## src/rtl/img_pkg.sv

```systemverilog
// Shared image-streaming constants, FSM state type and pixel beat layout
// for the frame transmitter and its skid FIFO.
package img_pkg;

    localparam int unsigned IMG_W     = 256;
    localparam int unsigned IMG_H     = 256;
    localparam int unsigned DATA_W    = 8;
    localparam int unsigned FRAME_PIX = IMG_W * IMG_H;
    localparam int unsigned ADDR_W    = $clog2(FRAME_PIX);

    typedef enum logic [1:0] {
        IDLE,
        STREAM,
        DRAIN,
        DONE
    } state_t;

    typedef struct packed {
        logic [DATA_W-1:0] data;
        logic              line_end;
        logic              frame_end;
    } pix_beat_t;

endpackage

```

## src/rtl/frame_pixel_sender_if.sv

```systemverilog
// Valid/ready pixel stream with line-end and frame-end sideband flags.
interface frame_pixel_sender_if #(
    parameter int unsigned DATA_W = img_pkg::DATA_W
);

    logic [DATA_W-1:0] pix_data;
    logic              pix_valid;
    logic              pix_ready;
    logic              pix_line_end;
    logic              pix_frame_end;

    modport master (
        output pix_data,
        output pix_valid,
        output pix_line_end,
        output pix_frame_end,
        input  pix_ready
    );

    modport slave (
        input  pix_data,
        input  pix_valid,
        input  pix_line_end,
        input  pix_frame_end,
        output pix_ready
    );

endinterface

```

## src/rtl/pix_skid_fifo.sv

```systemverilog
// Two-entry register FIFO of pixel beats; slot0 is always the head.
module pix_skid_fifo
    import img_pkg::*;
#(
    parameter type beat_t = pix_beat_t
) (
    input  logic       clk,
    input  logic       rst,
    input  logic       push,
    input  beat_t      push_beat,
    input  logic       pop,
    output beat_t      head_beat,
    output logic       empty,
    output logic       full,
    output logic [1:0] occupancy
);

    beat_t      slot0;
    beat_t      slot1;
    logic [1:0] occ;
    logic       do_push;
    logic       do_pop;

    assign do_pop  = pop && (occ != 2'd0);
    assign do_push = push && ((occ != 2'd2) || do_pop);

    always_ff @(posedge clk or negedge rst) begin
        if (!rst) begin
            slot0 <= '0;
            slot1 <= '0;
            occ   <= '0;
        end else begin
            unique case ({do_push, do_pop})
                2'b10: begin
                    if (occ == 2'd0) slot0 <= push_beat;
                    else             slot1 <= push_beat;
                    occ <= occ + 2'd1;
                end
                2'b01: begin
                    slot0 <= slot1;
                    occ   <= occ - 2'd1;
                end
                2'b11: begin
                    // Simultaneous push/pop: the new beat lands behind whatever survives the pop.
                    if (occ == 2'd1) begin
                        slot0 <= push_beat;
                    end else begin
                        slot0 <= slot1;
                        slot1 <= push_beat;
                    end
                end
                default: ;
            endcase
        end
    end

    assign head_beat = slot0;
    assign empty     = (occ == 2'd0);
    assign full      = (occ == 2'd2);
    assign occupancy = occ;

endmodule

```

## src/rtl/frame_pixel_sender.sv

```systemverilog
// Reads one raster frame from synchronous RAM and streams it out with
// line/frame-end flags; a 2-entry skid FIFO covers the RAM read latency.
module frame_pixel_sender #(
    parameter int unsigned IMG_W  = img_pkg::IMG_W,
    parameter int unsigned IMG_H  = img_pkg::IMG_H,
    parameter int unsigned DATA_W = img_pkg::DATA_W,
    parameter int unsigned ADDR_W = img_pkg::ADDR_W
) (
    input  logic                clk,
    input  logic                rst,
    input  logic                start,
    output logic                mem_rd_en,
    output logic [ADDR_W-1:0]   mem_addr,
    input  logic [DATA_W-1:0]   mem_rd_data,
    frame_pixel_sender_if.master pix,
    output logic                busy,
    output logic                done
);

    localparam int unsigned       FRAME_PIX = IMG_W * IMG_H;
    localparam int unsigned       COL_W     = (IMG_W > 1) ? $clog2(IMG_W) : 1;
    localparam logic [ADDR_W-1:0] LAST_ADDR = ADDR_W'(FRAME_PIX - 1);
    localparam logic [COL_W-1:0]  LAST_COL  = COL_W'(IMG_W - 1);

    typedef struct packed {
        logic [DATA_W-1:0] data;
        logic              line_end;
        logic              frame_end;
    } beat_t;

    img_pkg::state_t   state;
    logic [ADDR_W-1:0] addr;
    logic [COL_W-1:0]  col;
    logic              inflight;
    logic              inflight_le;
    logic              inflight_fe;
    beat_t             push_beat;
    beat_t             head_beat;
    logic              fifo_empty;
    logic              fifo_full;
    logic [1:0]        occ;
    logic              xfer;
    logic              at_limit;
    logic              rd_issue;

    // Occupancy plus the in-flight read may never exceed the two FIFO slots.
    assign at_limit  = fifo_full || ((occ == 2'd1) && inflight);
    assign xfer      = pix.pix_valid && pix.pix_ready;
    assign rd_issue  = (state == img_pkg::STREAM) && (!at_limit || xfer);
    assign mem_rd_en = rd_issue;
    assign mem_addr  = addr;

    assign push_beat = '{data: mem_rd_data, line_end: inflight_le, frame_end: inflight_fe};

    pix_skid_fifo #(
        .beat_t(beat_t)
    ) u_fifo (
        .clk      (clk),
        .rst      (rst),
        .push     (inflight),
        .push_beat(push_beat),
        .pop      (xfer),
        .head_beat(head_beat),
        .empty    (fifo_empty),
        .full     (fifo_full),
        .occupancy(occ)
    );

    assign pix.pix_valid     = !fifo_empty;
    assign pix.pix_data      = head_beat.data;
    assign pix.pix_line_end  = head_beat.line_end;
    assign pix.pix_frame_end = head_beat.frame_end;

    always_ff @(posedge clk or negedge rst) begin
        if (!rst) begin
            state       <= img_pkg::IDLE;
            addr        <= '0;
            col         <= '0;
            inflight    <= 1'b0;
            inflight_le <= 1'b0;
            inflight_fe <= 1'b0;
            busy        <= 1'b0;
            done        <= 1'b0;
        end else begin
            inflight <= rd_issue;
            done     <= 1'b0;
            if (rd_issue) begin
                inflight_le <= (col == LAST_COL);
                inflight_fe <= (addr == LAST_ADDR);
            end
            unique case (state)
                img_pkg::IDLE: begin
                    if (start) begin
                        state <= img_pkg::STREAM;
                        busy  <= 1'b1;
                        addr  <= '0;
                        col   <= '0;
                    end
                end
                img_pkg::STREAM: begin
                    if (rd_issue) begin
                        if (addr == LAST_ADDR) begin
                            state <= img_pkg::DRAIN;
                        end else begin
                            addr <= addr + ADDR_W'(1);
                            col  <= (col == LAST_COL) ? '0 : col + COL_W'(1);
                        end
                    end
                end
                img_pkg::DRAIN: begin
                    if (xfer && head_beat.frame_end) begin
                        state <= img_pkg::DONE;
                        busy  <= 1'b0;
                        done  <= 1'b1;
                        addr  <= '0;
                    end
                end
                img_pkg::DONE: begin
                    state <= img_pkg::IDLE;
                end
                default: state <= img_pkg::IDLE;
            endcase
        end
    end

endmodule

```

## src/flat_wrapper.sv

```systemverilog
// flat-port wrapper written by rule: the top's interface ports become plain ports
module frame_pixel_sender_flat 
#(
    parameter int unsigned IMG_W  = img_pkg::IMG_W,
    parameter int unsigned IMG_H  = img_pkg::IMG_H,
    parameter int unsigned DATA_W = img_pkg::DATA_W,
    parameter int unsigned ADDR_W = img_pkg::ADDR_W
)
  (clk, rst, start, mem_rd_en, mem_addr, mem_rd_data, busy, done, pix_pix_data, pix_pix_valid, pix_pix_line_end, pix_pix_frame_end, pix_pix_ready);
  frame_pixel_sender_if #(.DATA_W(DATA_W)) pix_i ();
  input  logic clk;
  input  logic rst;
  input  logic start;
  output logic mem_rd_en;
  output logic [ADDR_W-1:0] mem_addr;
  input  logic [DATA_W-1:0] mem_rd_data;
  output logic busy;
  output logic done;
  output wire logic [$bits(pix_i.pix_data)-1:0] pix_pix_data;
  output wire logic [$bits(pix_i.pix_valid)-1:0] pix_pix_valid;
  output wire logic [$bits(pix_i.pix_line_end)-1:0] pix_pix_line_end;
  output wire logic [$bits(pix_i.pix_frame_end)-1:0] pix_pix_frame_end;
  input wire logic [$bits(pix_i.pix_ready)-1:0] pix_pix_ready;
  assign pix_pix_data = pix_i.pix_data;
  assign pix_pix_valid = pix_i.pix_valid;
  assign pix_pix_line_end = pix_i.pix_line_end;
  assign pix_pix_frame_end = pix_i.pix_frame_end;
  assign pix_i.pix_ready = pix_pix_ready;
  frame_pixel_sender #(.IMG_W(IMG_W), .IMG_H(IMG_H), .DATA_W(DATA_W), .ADDR_W(ADDR_W)) u_core (.clk(clk), .rst(rst), .start(start), .mem_rd_en(mem_rd_en), .mem_addr(mem_addr), .mem_rd_data(mem_rd_data), .pix(pix_i), .busy(busy), .done(done));
endmodule
```

## config.mk

```make
export PLATFORM = sky130hd
export DESIGN_NAME = frame_pixel_sender_flat
export DESIGN_NICKNAME = d
export VERILOG_FILES = /design/src/rtl/img_pkg.sv /design/src/rtl/frame_pixel_sender_if.sv /design/src/rtl/pix_skid_fifo.sv /design/src/rtl/frame_pixel_sender.sv /design/src/flat_wrapper.sv
export SDC_FILE = /design/constraint.sdc
export NUM_CORES = 1
export LEC_CHECK = 0
export BUFFER_PORTS_ARGS = -buffer_cell sky130_fd_sc_hd__buf_2
export CORE_ASPECT_RATIO = 1.25
export CORE_MARGIN = 4
export CORE_UTILIZATION = 57
export CTS_CLUSTER_SIZE = 8
export DETAILED_ROUTE_END_ITERATION = 10
export PLACE_DENSITY = 0.91
export SLEW_MARGIN = 20
export SYNTH_ARGS = -nofsm -noshare
export SYNTH_HDL_FRONTEND = slang
export SYNTH_SLANG_ARGS = --single-unit
```

## constraint.sdc

```tcl
create_clock -name clk -period 2.8 [get_ports clk]
set_clock_uncertainty 0.1 [all_clocks]
set_input_delay 0.42 -clock clk [delete_from_list [all_inputs] [get_ports clk]]
set_output_delay 0.42 -clock clk [all_outputs]
set_load 0.03 [all_outputs]
```

### Word level (Yosys, flattened, before mapping)

Cells that the tools add are included.

| storage, ports and cells | value |
|---|---|
| bits in registers | 53 |
| output and inout bits | 30 |
| logic and storage cells | 91 |

| cells by class | value |
|---|---|
| add/subtract/negate cells | 4 |
| equal/unequal tests | 19 |
| muxes and demuxes | 27 |
| reduce and logical (&&, ||, !) cells | 26 |

Operators with widths:

| cell | number |
|---|---|
| two-way mux 16 bit | 4 |
| one-hot mux 16 bit (3 select lines) | 1 |
| two-way mux 10 bit | 4 |
| two-way mux 8 bit | 4 |
| one-hot mux 10 bit (3 select lines) | 1 |
| one-hot mux 10 bit (2 select lines) | 1 |
| adder 16 x 1 -> 16 bit (second input constant) | 1 |
| equality test 16 bit (second input constant) | 1 |
| one-hot mux 8 bit (2 select lines) | 1 |
| inequality test 2 bit (second input constant) | 6 |
| equality test 2 bit (second input constant) | 5 |
| nonzero test 2 bit | 5 |
| adder 8 x 1 -> 8 bit (second input constant) | 1 |
| equality test 8 bit (second input constant) | 1 |
| two-way mux 2 bit | 4 |
| one-hot mux 2 bit (4 select lines) | 1 |
| AND reduction 4 bit | 2 |
| equality test 2 x 1 -> 1 bit (second input constant) | 3 |
| logical AND 1 bit | 6 |
| inequality test 2 x 1 -> 1 bit (second input constant) | 3 |
| AND reduction 3 bit | 2 |
| nonzero test 3 bit | 2 |
| AND reduction 5 bit | 1 |
| logical NOT 2 bit | 2 |
| 8 further kinds | 14 |

### Logic depth before layout (Yosys ltp)

| logic depth | value |
|---|---|
| depth after elaboration | 9 |
| depth in mapped cells | 9 |
| gate-level depth less buffers | 7 |

### By module

From an unflattened synthesis, not the netlist that was laid out.

| unflattened totals | value |
|---|---|
| cells, all modules | 295 |
| area total of the unflattened synthesis | 2982.9 µm² |

By module, submodules not included:

| module | instances | cells an instance | area an instance (µm²) |
|---|---|---|---|
| frame_pixel_sender | 1 | 195 | 1833.0 |
| pix_skid_fifo | 1 | 100 | 1149.9 |

### Worst setup path after synthesis

Ideal clock, no wire load.

| timing path | value |
|---|---|
| path kind | register -> register |
| start | register u_core.addr[0] (netlist: u_core.mem_addr[0]) |
| end | register u_core.state[1] |
| library setup time | 0.125 ns |
| data arrival time | 2.049 ns |
| slack | 0.526 ns |
| stages on the path, launching flop included | 8 |
| period minus slack after synthesis | 2.274 ns |
| cell sequence | dfrtp_1 ha_1 nand4_1 or4_1 buf_6 o21ai_2 nand2_2 mux2_4 |

| on the way | value |
|---|---|
| word-level cells in the longest chain between the ends | 3 |

Ends and longest elaborated chain:

| item | line | RTL |
|---|---|---|
| start, declared | frame_pixel_sender.sv:32 | `logic [ADDR_W-1:0] addr;` |
| start signal, assigned | frame_pixel_sender.sv:105 | `addr <= addr + ADDR_W'(1);` |
| equality test 16 bit | frame_pixel_sender.sv:102 | `if (addr == LAST_ADDR) begin` |
| inequality test 2 bit (no source line) | -- |  |
| AND reduction 4 bit (no source line) | -- |  |
| end signal, assigned | frame_pixel_sender.sv:103 | `state <= img_pkg::DRAIN;` |
| end signal, assigned | frame_pixel_sender.sv:112 | `state <= img_pkg::DONE;` |
| end signal, assigned | frame_pixel_sender.sv:119 | `state <= img_pkg::IDLE;` |
| end, declared | frame_pixel_sender.sv:31 | `img_pkg::state_t state;` |

No other way between the ends.
A chain may end at the register's enable or synchronous reset.

### Final worst setup path

| timing path | value |
|---|---|
| start | register u_core.u_fifo.occ[1] (netlist: u_core.u_fifo.occupancy[1]) |
| end | output mem_rd_en |

| on the way | value |
|---|---|
| word-level cells in the longest chain between the ends | 6 |

Ends and longest elaborated chain:

| item | line | RTL |
|---|---|---|
| start, declared | pix_skid_fifo.sv:20 | `logic [1:0] occ;` |
| start signal, assigned | pix_skid_fifo.sv:37 | `occ <= occ + 2'd1;` |
| start signal, assigned | pix_skid_fifo.sv:41 | `occ <= occ - 2'd1;` |
| equality test 2 x 1 -> 1 bit | frame_pixel_sender.sv:47 | `assign at_limit = fifo_full \|\| ((occ == 2'd1) && inflight);` |
| logical AND 1 bit | frame_pixel_sender.sv:47 |  |
| logical OR 1 bit | frame_pixel_sender.sv:47 |  |
| logical NOT 1 bit | frame_pixel_sender.sv:49 | `assign rd_issue = (state == img_pkg::STREAM) && (!at_limit \|\| xfer);` |
| logical OR 1 bit * | frame_pixel_sender.sv:49 |  |
| logical AND 1 bit * | frame_pixel_sender.sv:49 |  |
| end, declared | flat_wrapper.sv:14 | `output logic mem_rd_en;` |

Every way passes the cells marked *; elsewhere a longest branch is shown, timed or not.

==> flow_metrics.env <==
export IMPL_grt_pass1_wl_microns=11600
export IMPL_cpLargestDelayFamily="compound AO/OA/AOI/OAI gates"
export IMPL_rsz0062_at_grt="no"
export IMPL_routedWlPerCell_microns=16.6
export IMPL_synth_cell_types=48
export IMPL_synth_warnings=0
export IMPL_die_h_microns=88.5
export IMPL_period_share_pct=92.1
export IMPL_max_freq_mhz=388
export IMPL_num_rows=29
export IMPL_synth_edf_count=0
export IMPL_grt_ovfl_total=0
export IMPL_final_antenna_net_count=0
export IMPL_cts_sinks=53
export IMPL_post_cts_buffers=0
export IMPL_core_area_sq_um=5040
export IMPL_syn_nets=333
export IMPL_cts_buffers=5
export IMPL_layout_nets=373
export IMPL_fin_crit_ps=2580
export IMPL_async_reset_ff_share_pct=100
export IMPL_diodes=0
export IMPL_num_vias=2573
export IMPL_irDropWorstVdd_mv=0.740
export IMPL_finalPower_mw=3.21
export IMPL_outcome="finished, violations left"
export IMPL_maxCapViolCount=0
export IMPL_slowest_delay_ps=550
export IMPL_p_per_area_nw_per_um2=972
export IMPL_synth_seq_cells=53
export IMPL_critPathKind="register to output port"
export IMPL_via_per_inst=6.21
export IMPL_grt_pass1_vias=2513
export IMPL_cp_slowest_cell="o21ai_0"
export IMPL_cts_tree="yes"
export IMPL_syn_area_sq_um=2960
export IMPL_synthesis_area_per_instance_sq_um=9.51
export IMPL_tns_ps=0
export IMPL_clock_latency_ps=310
export IMPL_antenna_found_initial=0
export IMPL_die_area_sq_um=6410
export IMPL_p_leak_nw=1.60
export IMPL_port_buffers=41
export IMPL_endpoint_kind="output port"
export IMPL_finalSetupViolations=0
export IMPL_cp_arrival_ps=2060
export IMPL_drt_pass1_iterations=7
export IMPL_ys_flop_type="dfrtp_1"
export IMPL_worst_path_buf_inv=3
export IMPL_crit_path_frequent_cell="inv_1"
export IMPL_synth_top_area_share_pct=44.9
export IMPL_ios=42
export IMPL_root_buffer="clkbuf_8"
export IMPL_synth_area_top_cells="dfrtp_1 (45%), mux2i_1 (5.1%), mux2_2 (4.6%)"
export IMPL_clock_path_buffers=2
export IMPL_die_x_microns=72.4
export IMPL_drive_gt1_share_pct=20.2
export IMPL_holdCritPathClass="input port to asynchronous set/reset pin"
export IMPL_ctsResizeCount=0
export IMPL_maxSlewHeadroom_pct=54.0
export IMPL_path_cells="inv_1 -> ha_1 -> nor2b_1 -> o21ai_0 -> inv_1 -> buf_2"
export IMPL_ctsHoldBuffers=0
export IMPL_maxSlewViolCount=0
export IMPL_clkSlewWorstSetupHoldPaths_ps=100
export IMPL_cp_max_fo=5
export IMPL_violations="hold timing"
export IMPL_h_tree_depth=2
export IMPL_syn_inst=311
export IMPL_finalHoldViolations=17
export IMPL_crit_required_ps=2280
export IMPL_drc=0
export IMPL_crit_path_start_kind="register"
export IMPL_place_congestion=0.921
export IMPL_drt_total_wl_microns=6870
export IMPL_grt_start_max_net_pins=31
export IMPL_synth_area_leader_cell="dfrtp_1"
export IMPL_seq_area_frac_synth_pct=44.9
export IMPL_grtUsageTotal_pct=22.9
export IMPL_tightest_slew_ps=687
export IMPL_dpl_hpwl_microns=5100
export IMPL_drt_iter0_markers=230
export IMPL_hold_worst_slack_ps=-6.41
export IMPL_initial_core_util_pct=58.6
export IMPL_area_growth_pct=11.6
## report_power, final
part           total [mW]  switching (mW)  internal, mW  leakage (nW)
Combinational        1.53           0.972         0.557         0.898
Sequential           1.25           0.234          1.02         0.653
Clock               0.425           0.252         0.173        0.0439
## placed cells by master (no fill, tap or decap), types with 5 or more instances in the layout
cell / count
buf_2: 41
nor4_1: 7
mux2i_1: 15
o21ai_0: 14
inv_1: 14
nor2b_1: 5
nor2_1: 26
nor3_1: 6
clkbuf_8: 5
nand4_1: 9
mux2_2: 12
nand3_1: 21
dfrtp_1: 53
ha_1: 10
o211ai_1: 6
nand2_1: 34
a21oi_1: 15
## Yosys cell counts, types with 5 or more instances
| cell type | count |
|---|---|
| a21oi_1 | 15 |
| clkbuf_1 | 10 |
| dfrtp_1 | 53 |
| ha_1 | 10 |
| inv_1 | 14 |
| mux2_2 | 12 |
| mux2i_1 | 15 |
| nand2_1 | 34 |
| nand3_1 | 21 |
| nand4_1 | 9 |
| nor2_1 | 26 |
| nor2b_1 | 5 |
| nor3_1 | 6 |
| nor4_1 | 7 |
| o211ai_1 | 6 |
| o21ai_0 | 14 |
## area by class of cell
class,count,area [sq um]
Clock buffer,5,68.8
Inverter,14,52.6
Timing Repair Buffer,44,228
Fill cell,384,1740
Tap cell,62,77.6
Sequential cell,53,1330
Clock inverter,3,17.5
Multi-Input combinational cell,233,1530
## flip-flops by register name, summed over array words and instances (netlist names)
register                 cells
u_core.mem_addr             16
u_core.u_fifo.head_beat     10
u_core.u_fifo.slot1         10
u_core.col                   8
u_core.state                 2
u_core.u_fifo.occupancy      2
u_core.busy                  1
u_core.done                  1
u_core.inflight              1
u_core.inflight_fe           1
u_core.inflight_le           1
## routing by layer
metal | vias to the layer above | global-route usage, % | share of wire, % | wire, microns
met5 | - | 0 | 0 | 0
met4 | 0 | 10.2 | 2.3 | 161
met3 | 17 | 3.18 | 6.7 | 460
met2 | 106 | 41.8 | 51 | 3480
met1 | 1225 | 26.7 | 40 | 2770
li1 | 1225 | - | - | -
## path summary, 6_finish.rpt
path	depth (start not counted)	slack, ps	start	end
max	6	220	u_core.u_fifo.occupancy[1]	mem_rd_en
min	1	-6	rst	u_core.mem_addr[12]
max reg2reg	6	360	u_core.mem_addr[0]	u_core.state[1]
min reg2reg	1	410	u_core.col[7]	u_core.col[7]
max in group asynchronous	2	1820	rst	u_core.inflight_fe
min in group clk	2	260	mem_rd_data[7]	u_core.u_fifo.slot1[9]
## kinds of logic (layout without fill, tap and decap cells)
group	after synthesis	count (layout)	share of synthesized area, %
XOR/XNOR	4	4	1.19
multiplexers	28	28	10.2
adder cells (fa/ha/maj)	10	10	4.23
flip-flops	53	53	44.9
buffers and inverters	25	66	3.43
AO/OA/AOI/OAI	63	63	14.4
AND/OR/NAND/NOR	128	128	21.7
## through the flow
stage	hold slack, ps	area, sq um	util, %	cells	setup slack, ps
after global placement	342	3210	63.7	406	447
after CTS	13.1	3300	65.4	414	225
after detailed placement	348	3210	63.7	406	435
after global routing	30.8	3300	65.4	414	91.6
final	-6.41	3300	65.4	414	220
after floorplan	24.4	2960	-	311	526
Power figures use the tool's default switching activity.
